<file path="config.mk">
export PLATFORM = sky130hd
export DESIGN_NAME = ic_arb
export DESIGN_NICKNAME = d
export VERILOG_FILES = /design/src/rtl/mem_common.sv /design/src/rtl/ic_arb_idtbl.sv /design/src/rtl/ic_arb.sv
export SDC_FILE = /design/constraint.sdc
export NUM_CORES = 1
export LEC_CHECK = 0
export ABC_AREA = 1
export CORE_MARGIN = 5
export CORE_UTILIZATION = 40
export DETAILED_ROUTE_END_ITERATION = 10
export GPL_TIMING_DRIVEN = 0
export HOLD_SLACK_MARGIN = 0.12
export PLACE_DENSITY = 0.91
export SETUP_SLACK_MARGIN = 0.15
export SLEW_MARGIN = 20
export SYNTH_ARGS = -nofsm -noshare
export SYNTH_HDL_FRONTEND = slang
export SYNTH_SLANG_ARGS = --single-unit
</file>
<file path="constraint.sdc">
create_clock -name clk -period 4.65 [get_ports clk]
set_input_delay 0.93 -clock clk [delete_from_list [all_inputs] [get_ports clk]]
set_output_delay 0.93 -clock clk [all_outputs]
set_load 0.05 [all_outputs]
</file>
<file path="src/rtl/mem_common.sv">
// mem_common: shared memory-request types used by the instruction-side
// front end, the icache and the request arbiter sitting between them.
//   t_mem_req   : request  {valid, id, addr}
//   t_mem_rsp   : response {valid, id, data}
//   t_arb_src   : which requester owns an outstanding cache id
//   t_arb_entry : one slot of the arbiter's outstanding-id table
package mem_common;

    localparam int MEM_ID_W   = 4;
    localparam int MEM_ADDR_W = 32;
    localparam int MEM_DATA_W = 32;

    typedef struct packed {
        logic                  valid;
        logic [MEM_ID_W-1:0]   id;
        logic [MEM_ADDR_W-1:0] addr;
    } t_mem_req;

    typedef struct packed {
        logic                  valid;
        logic [MEM_ID_W-1:0]   id;
        logic [MEM_DATA_W-1:0] data;
    } t_mem_rsp;

    typedef enum logic {
        ARB_SRC_FB = 1'b0,
        ARB_SRC_PF = 1'b1
    } t_arb_src;

    typedef struct packed {
        logic                valid;
        t_arb_src            src;
        logic                squash;
        logic [MEM_ID_W-1:0] orig_id;
    } t_arb_entry;

endpackage

</file>
<file path="src/rtl/ic_arb_idtbl.sv">
// ic_arb_idtbl: table of outstanding icache ids for ic_arb.
// Each entry remembers which requester issued it, the requester's own id,
// and whether a front-end flush has squashed it.
//   clk, reset_n     : clock, asynchronous active-low reset
//   alloc            : write a new entry at alloc_idx this cycle
//   alloc_src        : owner of the new entry
//   alloc_orig_id    : requester id to restore on the response
//   free, free_idx   : release entry free_idx (cache response seen)
//   flush            : squash every valid demand (FB) entry
//   full             : no free entry this cycle
//   alloc_idx        : lowest free entry index, zero-extended to id width
//   empty_next       : no entry will be valid next cycle
//   entries          : registered table contents
module ic_arb_idtbl
    import mem_common::*;
#(
    parameter int NUM_IDS = 4
) (
    input  logic                     clk,
    input  logic                     reset_n,
    input  logic                     alloc,
    input  t_arb_src                 alloc_src,
    input  logic [MEM_ID_W-1:0]      alloc_orig_id,
    input  logic                     free,
    input  logic [MEM_ID_W-1:0]      free_idx,
    input  logic                     flush,
    output logic                     full,
    output logic [MEM_ID_W-1:0]      alloc_idx,
    output logic                     empty_next,
    output t_arb_entry [NUM_IDS-1:0] entries
);

    localparam int IDX_W = (NUM_IDS > 1) ? $clog2(NUM_IDS) : 1;

    t_arb_entry [NUM_IDS-1:0] entries_q;
    t_arb_entry [NUM_IDS-1:0] entries_d;
    logic       [IDX_W-1:0]   alloc_sel;
    logic       [IDX_W-1:0]   free_sel;
    logic                     found;

    assign free_sel  = free_idx[IDX_W-1:0];
    assign alloc_idx = MEM_ID_W'(alloc_sel);
    assign full      = !found;
    assign entries   = entries_q;

    // Lowest-index free entry, taken from the registered valid bits only, so
    // an entry released this cycle is not reusable until the next one.
    always_comb begin
        found     = 1'b0;
        alloc_sel = '0;
        for (int unsigned i = 0; i < NUM_IDS; i++) begin
            if (!found && !entries_q[i].valid) begin
                found     = 1'b1;
                alloc_sel = IDX_W'(i);
            end
        end
    end

    // Free and allocate always touch different entries (free targets a valid
    // entry, alloc a free one), so their order here does not matter.
    always_comb begin
        entries_d = entries_q;
        if (flush) begin
            for (int unsigned i = 0; i < NUM_IDS; i++) begin
                if (entries_q[i].valid && entries_q[i].src == ARB_SRC_FB) begin
                    entries_d[i].squash = 1'b1;
                end
            end
        end
        if (free) begin
            entries_d[free_sel] = '0;
        end
        if (alloc) begin
            entries_d[alloc_sel] = '{valid: 1'b1, src: alloc_src,
                                     squash: 1'b0, orig_id: alloc_orig_id};
        end
    end

    always_comb begin
        empty_next = 1'b1;
        for (int unsigned i = 0; i < NUM_IDS; i++) begin
            if (entries_d[i].valid) begin
                empty_next = 1'b0;
            end
        end
    end

    always_ff @(posedge clk or negedge reset_n) begin
        if (!reset_n) begin
            entries_q <= '0;
        end else begin
            entries_q <= entries_d;
        end
    end

endmodule

</file>
<file path="src/rtl/ic_arb.sv">
// ic_arb: shares the icache's single request port between the fetch buffer
// (demand, FB) and the next-line prefetcher (PF). Requester ids are remapped
// onto a small table of outstanding cache ids; each cache response is steered
// back to its owner with the original id restored. A front-end flush squashes
// outstanding demand responses.
//   clk, reset_n    : clock, asynchronous active-low reset
//   fb_arb_req_nnn  : demand request in;   arb_fb_gnt_nnn : demand accepted
//   pf_arb_req_nnn  : prefetch request in; arb_pf_gnt_nnn : prefetch accepted
//   flush_nnn       : front-end redirect, squash outstanding demand
//   arb_ic_req_nnn  : registered request to icache (id = table index)
//   ic_arb_rsp_nnn  : response from icache
//   arb_fb_rsp_nnn  : demand response, original id restored
//   arb_pf_rsp_nnn  : prefetch response, original id restored
//   arb_idle_nnn    : registered; no entry valid and no issue pending
module ic_arb
    import mem_common::*;
#(
    parameter int NUM_IDS    = 4,
    parameter int STARVE_MAX = 3,
    parameter int LATENCY    = 1
) (
    input  logic     clk,
    input  logic     reset_n,
    input  t_mem_req fb_arb_req_nnn,
    output logic     arb_fb_gnt_nnn,
    input  t_mem_req pf_arb_req_nnn,
    output logic     arb_pf_gnt_nnn,
    input  logic     flush_nnn,
    output t_mem_req arb_ic_req_nnn,
    input  t_mem_rsp ic_arb_rsp_nnn,
    output t_mem_rsp arb_fb_rsp_nnn,
    output t_mem_rsp arb_pf_rsp_nnn,
    output logic     arb_idle_nnn
);

    localparam int IDX_W = (NUM_IDS > 1) ? $clog2(NUM_IDS) : 1;
    localparam int SC_W  = (STARVE_MAX > 0) ? $clog2(STARVE_MAX + 1) : 1;

    logic                     tbl_full;
    logic [MEM_ID_W-1:0]      tbl_alloc_idx;
    logic                     tbl_empty_next;
    t_arb_entry [NUM_IDS-1:0] tbl_entries;

    logic                     can_grant;
    logic                     pf_priority;
    logic                     grant;
    t_arb_src                 win_src;
    logic [MEM_ID_W-1:0]      win_id;
    logic [MEM_ADDR_W-1:0]    win_addr;
    logic [SC_W-1:0]          starve_cnt;

    logic                     rsp_idx_ok;
    logic [IDX_W-1:0]         rsp_sel;
    t_arb_entry               rsp_ent;
    logic                     rsp_hit;
    logic                     rsp_fwd;

    // ---------------------------------------------------------------- arbitration
    // Reset gates the grants so every output reads 0 while reset_n is low.
    assign can_grant   = reset_n && !tbl_full && !flush_nnn;
    assign pf_priority = (starve_cnt == SC_W'(STARVE_MAX)) && pf_arb_req_nnn.valid;

    assign arb_fb_gnt_nnn = can_grant && fb_arb_req_nnn.valid && !pf_priority;
    assign arb_pf_gnt_nnn = can_grant && pf_arb_req_nnn.valid &&
                            (pf_priority || !fb_arb_req_nnn.valid);
    assign grant          = arb_fb_gnt_nnn || arb_pf_gnt_nnn;

    assign win_src  = arb_pf_gnt_nnn ? ARB_SRC_PF : ARB_SRC_FB;
    assign win_id   = arb_pf_gnt_nnn ? pf_arb_req_nnn.id   : fb_arb_req_nnn.id;
    assign win_addr = arb_pf_gnt_nnn ? pf_arb_req_nnn.addr : fb_arb_req_nnn.addr;

    // ---------------------------------------------------------------- id table
    assign rsp_idx_ok = int'(ic_arb_rsp_nnn.id) < NUM_IDS;
    assign rsp_sel    = ic_arb_rsp_nnn.id[IDX_W-1:0];
    assign rsp_ent    = tbl_entries[rsp_sel];
    assign rsp_hit    = ic_arb_rsp_nnn.valid && rsp_idx_ok && rsp_ent.valid;
    // Squash is read from the registered table, so a response arriving in the
    // flush cycle itself is still delivered.
    assign rsp_fwd    = rsp_hit && !rsp_ent.squash;

    ic_arb_idtbl #(
        .NUM_IDS (NUM_IDS)
    ) u_idtbl (
        .clk           (clk),
        .reset_n       (reset_n),
        .alloc         (grant),
        .alloc_src     (win_src),
        .alloc_orig_id (win_id),
        .free          (rsp_hit),
        .free_idx      (ic_arb_rsp_nnn.id),
        .flush         (flush_nnn),
        .full          (tbl_full),
        .alloc_idx     (tbl_alloc_idx),
        .empty_next    (tbl_empty_next),
        .entries       (tbl_entries)
    );

    // ---------------------------------------------------------------- steering
    always_comb begin
        arb_fb_rsp_nnn = '0;
        arb_pf_rsp_nnn = '0;
        if (rsp_fwd) begin
            if (rsp_ent.src == ARB_SRC_FB) begin
                arb_fb_rsp_nnn = '{valid: 1'b1, id: rsp_ent.orig_id,
                                   data: ic_arb_rsp_nnn.data};
            end else begin
                arb_pf_rsp_nnn = '{valid: 1'b1, id: rsp_ent.orig_id,
                                   data: ic_arb_rsp_nnn.data};
            end
        end
    end

    // ---------------------------------------------------------------- state
    always_ff @(posedge clk or negedge reset_n) begin
        if (!reset_n) begin
            starve_cnt     <= '0;
            arb_ic_req_nnn <= '0;
            arb_idle_nnn   <= 1'b1;
        end else begin
            // Counts demand wins while prefetch waits; any cycle with no
            // prefetch pending restarts the count.
            if (!pf_arb_req_nnn.valid || arb_pf_gnt_nnn) begin
                starve_cnt <= '0;
            end else if (arb_fb_gnt_nnn && starve_cnt != SC_W'(STARVE_MAX)) begin
                starve_cnt <= starve_cnt + SC_W'(1);
            end

            if (grant) begin
                arb_ic_req_nnn <= '{valid: 1'b1, id: tbl_alloc_idx, addr: win_addr};
            end else begin
                arb_ic_req_nnn <= '0;
            end

            arb_idle_nnn <= tbl_empty_next && !grant;
        end
    end

    // ---------------------------------------------------------------- checks
    always_ff @(posedge clk) begin
        assert (LATENCY >= 1 && STARVE_MAX >= 1 && NUM_IDS >= 1 &&
                NUM_IDS <= (1 << MEM_ID_W))
            else $error("ic_arb: illegal parameter set");
        if (reset_n && ic_arb_rsp_nnn.valid) begin
            assert (rsp_hit)
                else $warning("ic_arb: response id %0d has no outstanding entry, dropped",
                              ic_arb_rsp_nnn.id);
        end
    end

endmodule

</file>
==> results_dict.tcl, run 1 <==
set metrics [dict create \
    status "completed" \
    cap_violations 0 \
    swShare 0.379 \
    start_util 0.404 \
    ys_warn_count 0 \
    first_pass_iters 5 \
    die_h_microns 106 \
    grt_pass1_wl_microns 21500 \
    grt_usage 0.244 \
    utilization 0.702 \
    post-route-worst-setup-slack_ns 0.263 \
    relSlewSlack 0.636 \
    die-area_sq_um 11200 \
    p_seq_frac 0.381 \
    required_ns 3.72 \
    start_kind "input port" \
    die_w_microns 106 \
    core_area_sq_um 9110 \
    htreeDepth 3 \
    syn_inst 493 \
    synth.most_common_cell "nand2_1" \
    synth_top_area_cell "dfrtp_1" \
    hpwl_microns 11500 \
    p_clk_frac 0.258 \
    grt_pass1_vias 4318 \
    clock_path_buffers 2 \
    timing.fmax_mhz 228 \
    drv_slew 0 \
    async_reset_ff_frac 1.00 \
    cts_root_buffer "clkbuf_8" \
    wire_per_inst_microns 16.4 \
    ys_ff_latch 66 \
    placed_cell_area_sq_um 6090 \
    post-route-min-period_ns 4.39 \
    crit_path_top_delay_cell "clkdlybuf4s50_1" \
    power_frac_comb 0.361 \
    cts-buffers-inserted 9 \
    clk_pin_slew_ns 0.07 \
    syn-cell-area_sq_um 3680 \
    holdWs_ns 0.469 \
    cts_resized 0 \
    yosys-top-cells-count "nand2_1 (150), dfrtp_1 (65), inv_1 (59)" \
    p_sw_uw 805 \
    pre_cts_slack_ns 0.173 \
    drt-initial-drc-count 264 \
    finalHoldViolations 0 \
    cts_tree "done" \
    routed_via_density 4.97 \
    crit_chain "clkdlybuf4s50_1 > inv_4 > nand2_1 > nand2_1 > nand2_1 > nand2_2 > nand2_4 > clkinv_4 > nand2_4 > nor2_8 > inv_4 > buf_6 > nor2_2 > clkdlybuf4s50_1" \
    ctsHoldBuffers 0 \
    clock-sinks 66 \
    cpMostUsedCell "nand2_1" \
    path_class "input port to output pin" \
    worstPathArrival_ns 3.46 \
    rsz0062_at_grt "false" \
    yosysSeqAreaShare 0.449 \
    worst_pin_slew_ns 0.544 \
    end_kind "output pin" \
    path_max_fanout 10 \
    design_area_sq_um 6390 \
    rows 35 \
    netlist.area_leader.share 0.442 \
    syn2layout_area_growth_pct 73.6 \
    critPathMaxStageDelay_ns 0.81 \
    drcViolationCount 0 \
    yosysUniqueCellTypes 38 \
    power_density_nw_per_um2 332 \
    syn_area_per_cell_sq_um 7.47 \
    synth-edff-count 0 \
    post-cts-setup-buffers 0 \
    leakage_nw 3.53 \
    num_vias 4216 \
    grt_max_degree 47 \
    fin_worst_skew_ns 0.0130 \
    grt.overflow.total 0 \
    synthTopCellsByArea "dfrtp_1 (44%), nand2_1 (15%), inv_1 (6.0%)" \
    antenna_found_initial 3 \
    power_mw 2.13 \
    cellInternalPower_mw 1.32 \
    setup_viol 0 \
    final_antenna_net_count 0 \
    clock_latency_ns 0.35 \
    io_pins 228 \
    ys.flop_type "dfrtp_1" \
    ir_worst_vdd_v 0.000222 \
    nets 845 \
    hp-class "input port to asynchronous set/reset pin" \
    fin_crit_sh 0.944 \
    wirelength_microns 13900 \
    drive_gt1_frac 0.124 \
    port_buffers 224 \
    gp_congestion 0.958 \
]
==> worst max-delay path: cells and delay by family <==
| kind | cells | cell delay, ns |
|---|---|---|
| simple gates | 8 | 0.70 |
| buf+inv | 6 | 1.82 |
==> state kept, by name, summed over array words and instances (netlist names) <==
signal / flops
arb_ic_req_nnn: 35
u_idtbl.entries: 28
starve_cnt: 2
arb_idle_nnn: 1
==> power by group through the flow <==
stage	sequential [mW]	clock, mW	combinational (mW)
2_1_floorplan	0.883	0	0.387
3_3_place_gp	0.805	0	0.733
3_5_place_dp	0.817	0	0.760
4_1_cts	0.807	0.552	0.767
5_1_grt	0.825	0.578	0.837
6_report	0.810	0.548	0.767
==> stage by stage <==
step	std cells	setup TNS, ns
final	849	0
after global routing	849	0
after CTS	846	0
after detailed placement	830	0
after global placement	829	-17.62
after floorplan	494	0
==> cell families after synthesis <==
| family | Yosys count | share of synthesized area |
|---|---|---|
| adder cells (fa/ha/maj) | 1 | 0.00340 |
| AO/OA/AOI/OAI | 59 | 0.0951 |
| AND/OR/NAND/NOR | 279 | 0.344 |
| buffers and inverters | 87 | 0.108 |
| other | 1 | 0.00102 |
| flip-flops | 66 | 0.449 |
==> per-layer routing <==
metal	share of wire	vias to the layer above	global-route usage	wire length, microns
li1	-	1988	-	-
met1	0.33	1932	0.240	4530
met2	0.52	257	0.446	7180
met3	0.12	39	0.0917	1620
met4	0.041	0	0.119	575
met5	0	-	0	0
==> layout make-up <==
cell class                      count  area [sq um]
Fill cell                         696          2720
Timing Repair Buffer              225          2330
Sequential cell                    66          1650
Multi-Input combinational cell    341          1640
Inverter                           67           262
Tap cell                          111           139
Clock buffer                       10           138
Buffer                             20           136
Clock inverter                      6          90.1
Antenna cell                        3          7.51
==> cell usage in the layout, fill, tap and decap left out, types with 2 or more instances in the layout <==
cell / count
clkinv_4: 3
inv_4: 2
nor2_2: 33
o21ai_1: 3
nand2_4: 3
nor2_1: 52
nor3_1: 2
inv_1: 59
diode_2: 3
clkbuf_8: 10
a21oi_1: 39
nand2_2: 2
a31oi_1: 2
nand4_1: 2
dfrtp_1: 65
clkdlybuf4s50_1: 194
buf_2: 4
buf_6: 3
bufinv_16: 2
conb_1: 2
nand3b_1: 4
a22oi_1: 4
inv_2: 5
clkbuf_1: 4
o21ai_0: 3
dlymetal6s2s_1: 29
nor2_4: 2
nand2_1: 150
buf_4: 10
nand3_1: 26
==> final timing paths <==
check	start	endpoint	slack [ns]	cells past startpoint
max in group asynchronous	reset_n	arb_idle_nnn	3.59	2
hold / removal	reset_n	arb_ic_req_nnn[30]	0.47	1
hold reg to reg	u_idtbl.entries[2]	u_idtbl.entries[2]	0.52	2
setup / recovery	ic_arb_rsp_nnn[32]	arb_fb_rsp_nnn[18]	0.26	14
setup reg to reg	u_idtbl.entries[13]	arb_ic_req_nnn[12]	2.76	8
min in group clk	u_idtbl.entries[2]	u_idtbl.entries[2]	0.52	2
Note: power is estimated with default switching activity, not from simulation.
==> run 2, diff against run 1 <==
- CORE_UTILIZATION: 40 -> 41
- CTS_BUF_LIST: default -> sky130_fd_sc_hd__clkbuf_8
- PLACE_DENSITY: 0.91 -> 0.93
==> run 2 against run 1 <==
  * Count of clock-buffer cells in the layout is the same
  * Wire length grew 0.16%
  * Combinational power shrank 0.5%
  * Largest power group unchanged
  * Highest routed layer unchanged
==> results_dict.tcl, run 2 (same netlist as run 1, synthesis figures left out) <==
set metrics [dict create \
    cap_violations 0 \
    hp-class "flip-flop to flip-flop" \
    setup_viol 0 \
    htreeDepth 3 \
    cp-startpoint "ic_arb_rsp_nnn[32]" \
    worstPathArrival_ns 3.51 \
    wire_per_inst_microns 16.5 \
    design_area_sq_um 6430 \
    p_clk_frac 0.260 \
    cellInternalPower_mw 1.32 \
    leakage_nw 3.88 \
    worst_pin_slew_ns 0.562 \
    cts-buffers-inserted 9 \
    grt_usage 0.240 \
    start_util 0.422 \
    final_common_cell "clkdlybuf4s50_1" \
    grt_max_degree 35 \
    start_kind "input port" \
    p_sw_uw 793 \
    fin_crit_sh 0.954 \
    io_pins 228 \
    multi_input_area_sq_um 1640 \
    cpMostUsedCell "clkdlybuf4s50_1" \
    power_density_nw_per_um2 328 \
    cts_tree "done" \
    rows 34 \
    placed_cell_area_sq_um 6080 \
    cp.buffers_inverters 3 \
    syn2layout_area_growth_pct 74.6 \
    crit_path_top_delay_cell "clkdlybuf4s50_1" \
    port_buffers 224 \
    swShare 0.376 \
    path_delay_family "buffers and inverters" \
    drt-initial-drc-count 384 \
    path_max_fanout 10 \
    post-route-worst-setup-slack_ns 0.212 \
    gp_congestion 0.900 \
    clock_latency_ns 0.34 \
    core_area_sq_um 8720 \
    ctsHoldBuffers 0 \
    layout_common_cells "clkdlybuf4s50_1 (174), nand2_1 (150), dfrtp_1 (65)" \
    drcViolationCount 0 \
    holdWs_ns 0.507 \
    grt_pass1_vias 4358 \
    post-cts-setup-buffers 0 \
    fin_worst_skew_ns 0.00870 \
    r2r_cells 7 \
    top_register "arb_ic_req_nnn" \
    r2r_end "u_idtbl.entries[17]" \
    required_ns 3.72 \
    r2r-start "starve_cnt[0]" \
    final_antenna_net_count 0 \
    ir_worst_vdd_v 0.000229 \
    clock_path_buffers 2 \
    grt_pass1_wl_microns 21500 \
    status "completed" \
    die-area_sq_um 11000 \
    utilization 0.737 \
    clk_pin_slew_ns 0.07 \
    die_h_microns 105 \
    cts_root_buffer "clkbuf_8" \
    largest_reg_flops 35 \
    drive_gt1_frac 0.124 \
    seq_area_sq_um 1650 \
    p_seq_frac 0.379 \
    wirelength_microns 13900 \
    die_w_microns 105 \
    relSlewSlack 0.624 \
    first_pass_iters 5 \
    crit_chain "clkdlybuf4s50_1 > nor2_2 > a22oi_2 > nand2_4 > nand3_4 > buf_2 > nor2_1 > clkdlybuf4s50_1" \
    cp.depth 8 \
    end_kind "output pin" \
    regToRegSetupSlack_ns 2.71 \
    critPathMaxStageDelay_ns 0.81 \
    clock-sinks 66 \
    drv_slew 0 \
    routed_via_density 5.02 \
    grt.overflow.total 0 \
    nets 845 \
    endpoint "arb_pf_rsp_nnn[13]" \
    pre_cts_slack_ns 0.176 \
    post-route-min-period_ns 4.44 \
    rsz0062_at_grt "false" \
    finalHoldViolations 0 \
    fillers 577 \
    power_frac_comb 0.361 \
    timing.fmax_mhz 225 \
    antenna_found_initial 1 \
    path_class "input port to output pin" \
    num_vias 4240 \
    hpwl_microns 11200 \
]
## run 2: what timing repair did
action | 4_1_cts | 5_1_grt
endpoints found under the setup margin | 1 | 48
pin swaps | 0 | 0
resized for setup | 1 | 48
endpoints found under the hold margin | 0 | 0
## run 2: how the worst min path moves through the flow
| stage | end | start | slack, ns | cells past startpoint |
|---|---|---|---|---|
| final | u_idtbl.entries[8] | u_idtbl.entries[8] | 0.51 | 2 |
| after global placement | u_idtbl.entries[10] | u_idtbl.entries[10] | 0.48 | 2 |
| after global routing | u_idtbl.entries[8] | u_idtbl.entries[8] | 0.53 | 2 |
| after floorplan | u_idtbl.entries[10] | u_idtbl.entries[10] | 0.47 | 2 |
| after CTS | u_idtbl.entries[8] | u_idtbl.entries[8] | 0.50 | 2 |
| after detailed placement | u_idtbl.entries[8] | u_idtbl.entries[8] | 0.49 | 2 |
## run 2: final cells by class
cell class | instances | area share
tap | 108 | 0.0210
clock buffer | 10 | 0.0214
sequential | 66 | 0.257
antenna | 1 | 0.000389
inverter | 67 | 0.0407
buffer | 20 | 0.0212
clock inverter | 6 | 0.0140
multi-input combinational | 341 | 0.254
timing repair buffer | 225 | 0.370
## run 2: metal layers
layer,global-route usage,wire [microns],vias up
li1,-,-,1986
met1,0.237,4540,1938
met2,0.447,7250,274
met3,0.0943,1700,42
met4,0.0895,435,0
met5,0,0,-
## run 2: power by group through the flow
| stage | combinational [mW] | clock [mW] | sequential [mW] |
|---|---|---|---|
| final | 0.763 | 0.549 | 0.801 |
| after global routing | 0.830 | 0.578 | 0.815 |
| after CTS | 0.762 | 0.551 | 0.798 |
| after detailed placement | 0.756 | 0 | 0.808 |
| after global placement | 0.729 | 0 | 0.802 |
| after floorplan | 0.387 | 0 | 0.883 |
## run 2: per-stage QoR
step,TNS [ns],std cells,power [mW]
floorplan,0,494,1.27
global placement,-15.40,826,1.53
detailed placement,0,827,1.56
CTS,0,843,2.11
global route,0,844,2.22
finish,0,844,2.11
## run 2: tightest hold or removal path: cells and delay by family, from the launching register on
family / cells / cell delay [ns]
flops: 1 / 0.35
simple gates: 2 / 0.13
==> run 3, diff against run 2 <==
- CTS_CLUSTER_DIAMETER: default -> 50
- GPL_TIMING_DRIVEN: 0 -> 1
- clock period: 4.65 -> 5.5 ns (I/O delays scaled with it)
==> run 3 against run 2 <==
  * Count of clock-buffer cells in the layout is the same
  * First-iteration DRC count shrank 26%
  * Design area fell by 3.3%
  * Wire length down 5.8%
  * Core utilization fell by 2.4 points
  * Via count shrank 4.6%
  * Clock power is 7.5% lower
  * Total power shrank 13%
  * Global-route usage down 0.69 points
  * Critical path depth fell by 1
  * Non-clock buffer count down 17
  * Combinational power down 16%
  * Critical path type unchanged
  * Critical endpoint is now arb_pf_rsp_nnn[17]
  * Largest cell class unchanged
  * Largest power group unchanged
==> results_dict.tcl, run 3 (same netlist as run 1, synthesis figures left out) <==
set metrics [dict create \
    cts_resized 0 \
    routed_via_density 4.89 \
    hpwl_microns 10600 \
    rsz0062_at_grt "false" \
    power_mw 1.83 \
    syn2layout_area_growth_pct 68.9 \
    finalSetupTns_ns 0 \
    post-route-worst-setup-slack_ns 0.612 \
    multi_input_area_sq_um 1640 \
    first_pass_iters 5 \
    wire_per_inst_microns 15.9 \
    path_max_fanout 34 \
    required_ns 4.40 \
    seq_area_sq_um 1650 \
    clock-sinks 66 \
    grt_usage 0.233 \
    cts_root_buffer "clkbuf_8" \
    ctsHoldBuffers 0 \
    cap_violations 0 \
    drv_slew 0 \
    start_util 0.422 \
    layout_common_cells "clkdlybuf4s50_1 (223), nand2_1 (150), dfrtp_1 (65)" \
    clock_latency_ns 0.34 \
    drcViolationCount 0 \
    antenna_found_initial 1 \
    utilization 0.713 \
    nets 828 \
    drive_gt1_frac 0.109 \
    clk_pin_slew_ns 0.07 \
    final_common_cell "clkdlybuf4s50_1" \
    placed_cell_area_sq_um 5970 \
    final_antenna_net_count 0 \
    relSlewSlack 0.346 \
    rows 34 \
    die-area_sq_um 11000 \
    start_kind "input port" \
    setup_viol 0 \
    leakage_nw 2.93 \
    largest_reg_flops 35 \
    clock_path_buffers 2 \
    layout.cells.non_filler 827 \
    cts-buffers-inserted 9 \
    top_register "arb_ic_req_nnn" \
    cts_tree "done" \
    htreeDepth 3 \
    port_buffers 225 \
    power_density_nw_per_um2 295 \
    fin_crit_sh 0.889 \
    grt_max_degree 67 \
    die_h_microns 105 \
    core_area_sq_um 8720 \
    post-route-min-period_ns 4.89 \
    ir_worst_vdd_v 0.000215 \
    finalHoldViolations 0 \
    dp.cells 810 \
    design_area_sq_um 6220 \
    pre_cts_slack_ns 0.619 \
    hp-class "flip-flop to flip-flop" \
    fillers 681 \
    num_vias 4043 \
    path_class "input port to output pin" \
    status "completed" \
    fin_worst_skew_ns 0.0105 \
    post-cts-setup-buffers 0 \
    end_kind "output pin" \
    grt_pass1_vias 4117 \
    wirelength_microns 13100 \
    timing.fmax_mhz 205 \
    worstPathArrival_ns 3.79 \
    worst_pin_slew_ns 0.977 \
    holdWs_ns 0.527 \
    grt_pass1_wl_microns 20700 \
    io_pins 228 \
    grt.overflow.total 0 \
    gp_congestion 0.950 \
    drt-initial-drc-count 286 \
    die_w_microns 105 \
]
==> run 3: cell count changes in the layout (fill, tap and decap cells not counted) <==
cell,change
buf_2,-3
buf_4,-7
buf_6,-3
bufinv_16,+1
clkbuf_1,-4
clkdlybuf4s50_1,+49
clkinv_4,+1
clkinvlp_4,-2
dlygate4sd2_1,-1
dlymetal6s2s_1,-48
==> run 3: worst paths after layout <==
path,startpoint,end,slack [ns],cells past startpoint
worst max-delay path,ic_arb_rsp_nnn[33],arb_pf_rsp_nnn[17],0.61,7
worst min-delay path,u_idtbl.entries[0],u_idtbl.entries[0],0.53,2
worst max register to register,starve_cnt[1],arb_idle_nnn,3.26,7
worst min register to register,u_idtbl.entries[0],u_idtbl.entries[0],0.53,2
max in group asynchronous,reset_n,u_idtbl.entries[1],4.01,2
min in group asynchronous,reset_n,arb_ic_req_nnn[9],0.96,2
==> run 3: area by class of cell <==
type,instances,share of cell area
Antenna cell,1,0.000402
Clock buffer,10,0.0221
Clock inverter,6,0.0183
Inverter,67,0.0420
Multi-Input combinational cell,341,0.263
Sequential cell,66,0.266
Tap cell,108,0.0217
Timing Repair Buffer,228,0.367
==> run 3: power by group <==
group	total (mW)	internal, mW	leakage [nW]	switching [mW]
registers	0.687	0.601	0.857	0.0862
logic	0.639	0.241	1.96	0.398
clock network	0.508	0.314	0.119	0.194
==> run 3: routing by layer <==
layer / part of all wire / up-vias / global-route usage
li1: - / 1951 / -
met1: 0.34 / 1816 / 0.241
met2: 0.51 / 248 / 0.419
met3: 0.13 / 28 / 0.110
met4: 0.024 / 0 / 0.0658
met5: 0 / - / 0
==> run 3: critical path, cell delays in order <==
cell and delay, ns:
clkdlybuf4s50_1 0.62, nor2_2 0.38, a22oi_2 0.16, nand2_4 0.15, nand3_4 0.32, nor2_1 0.22
clkdlybuf4s50_1 0.83
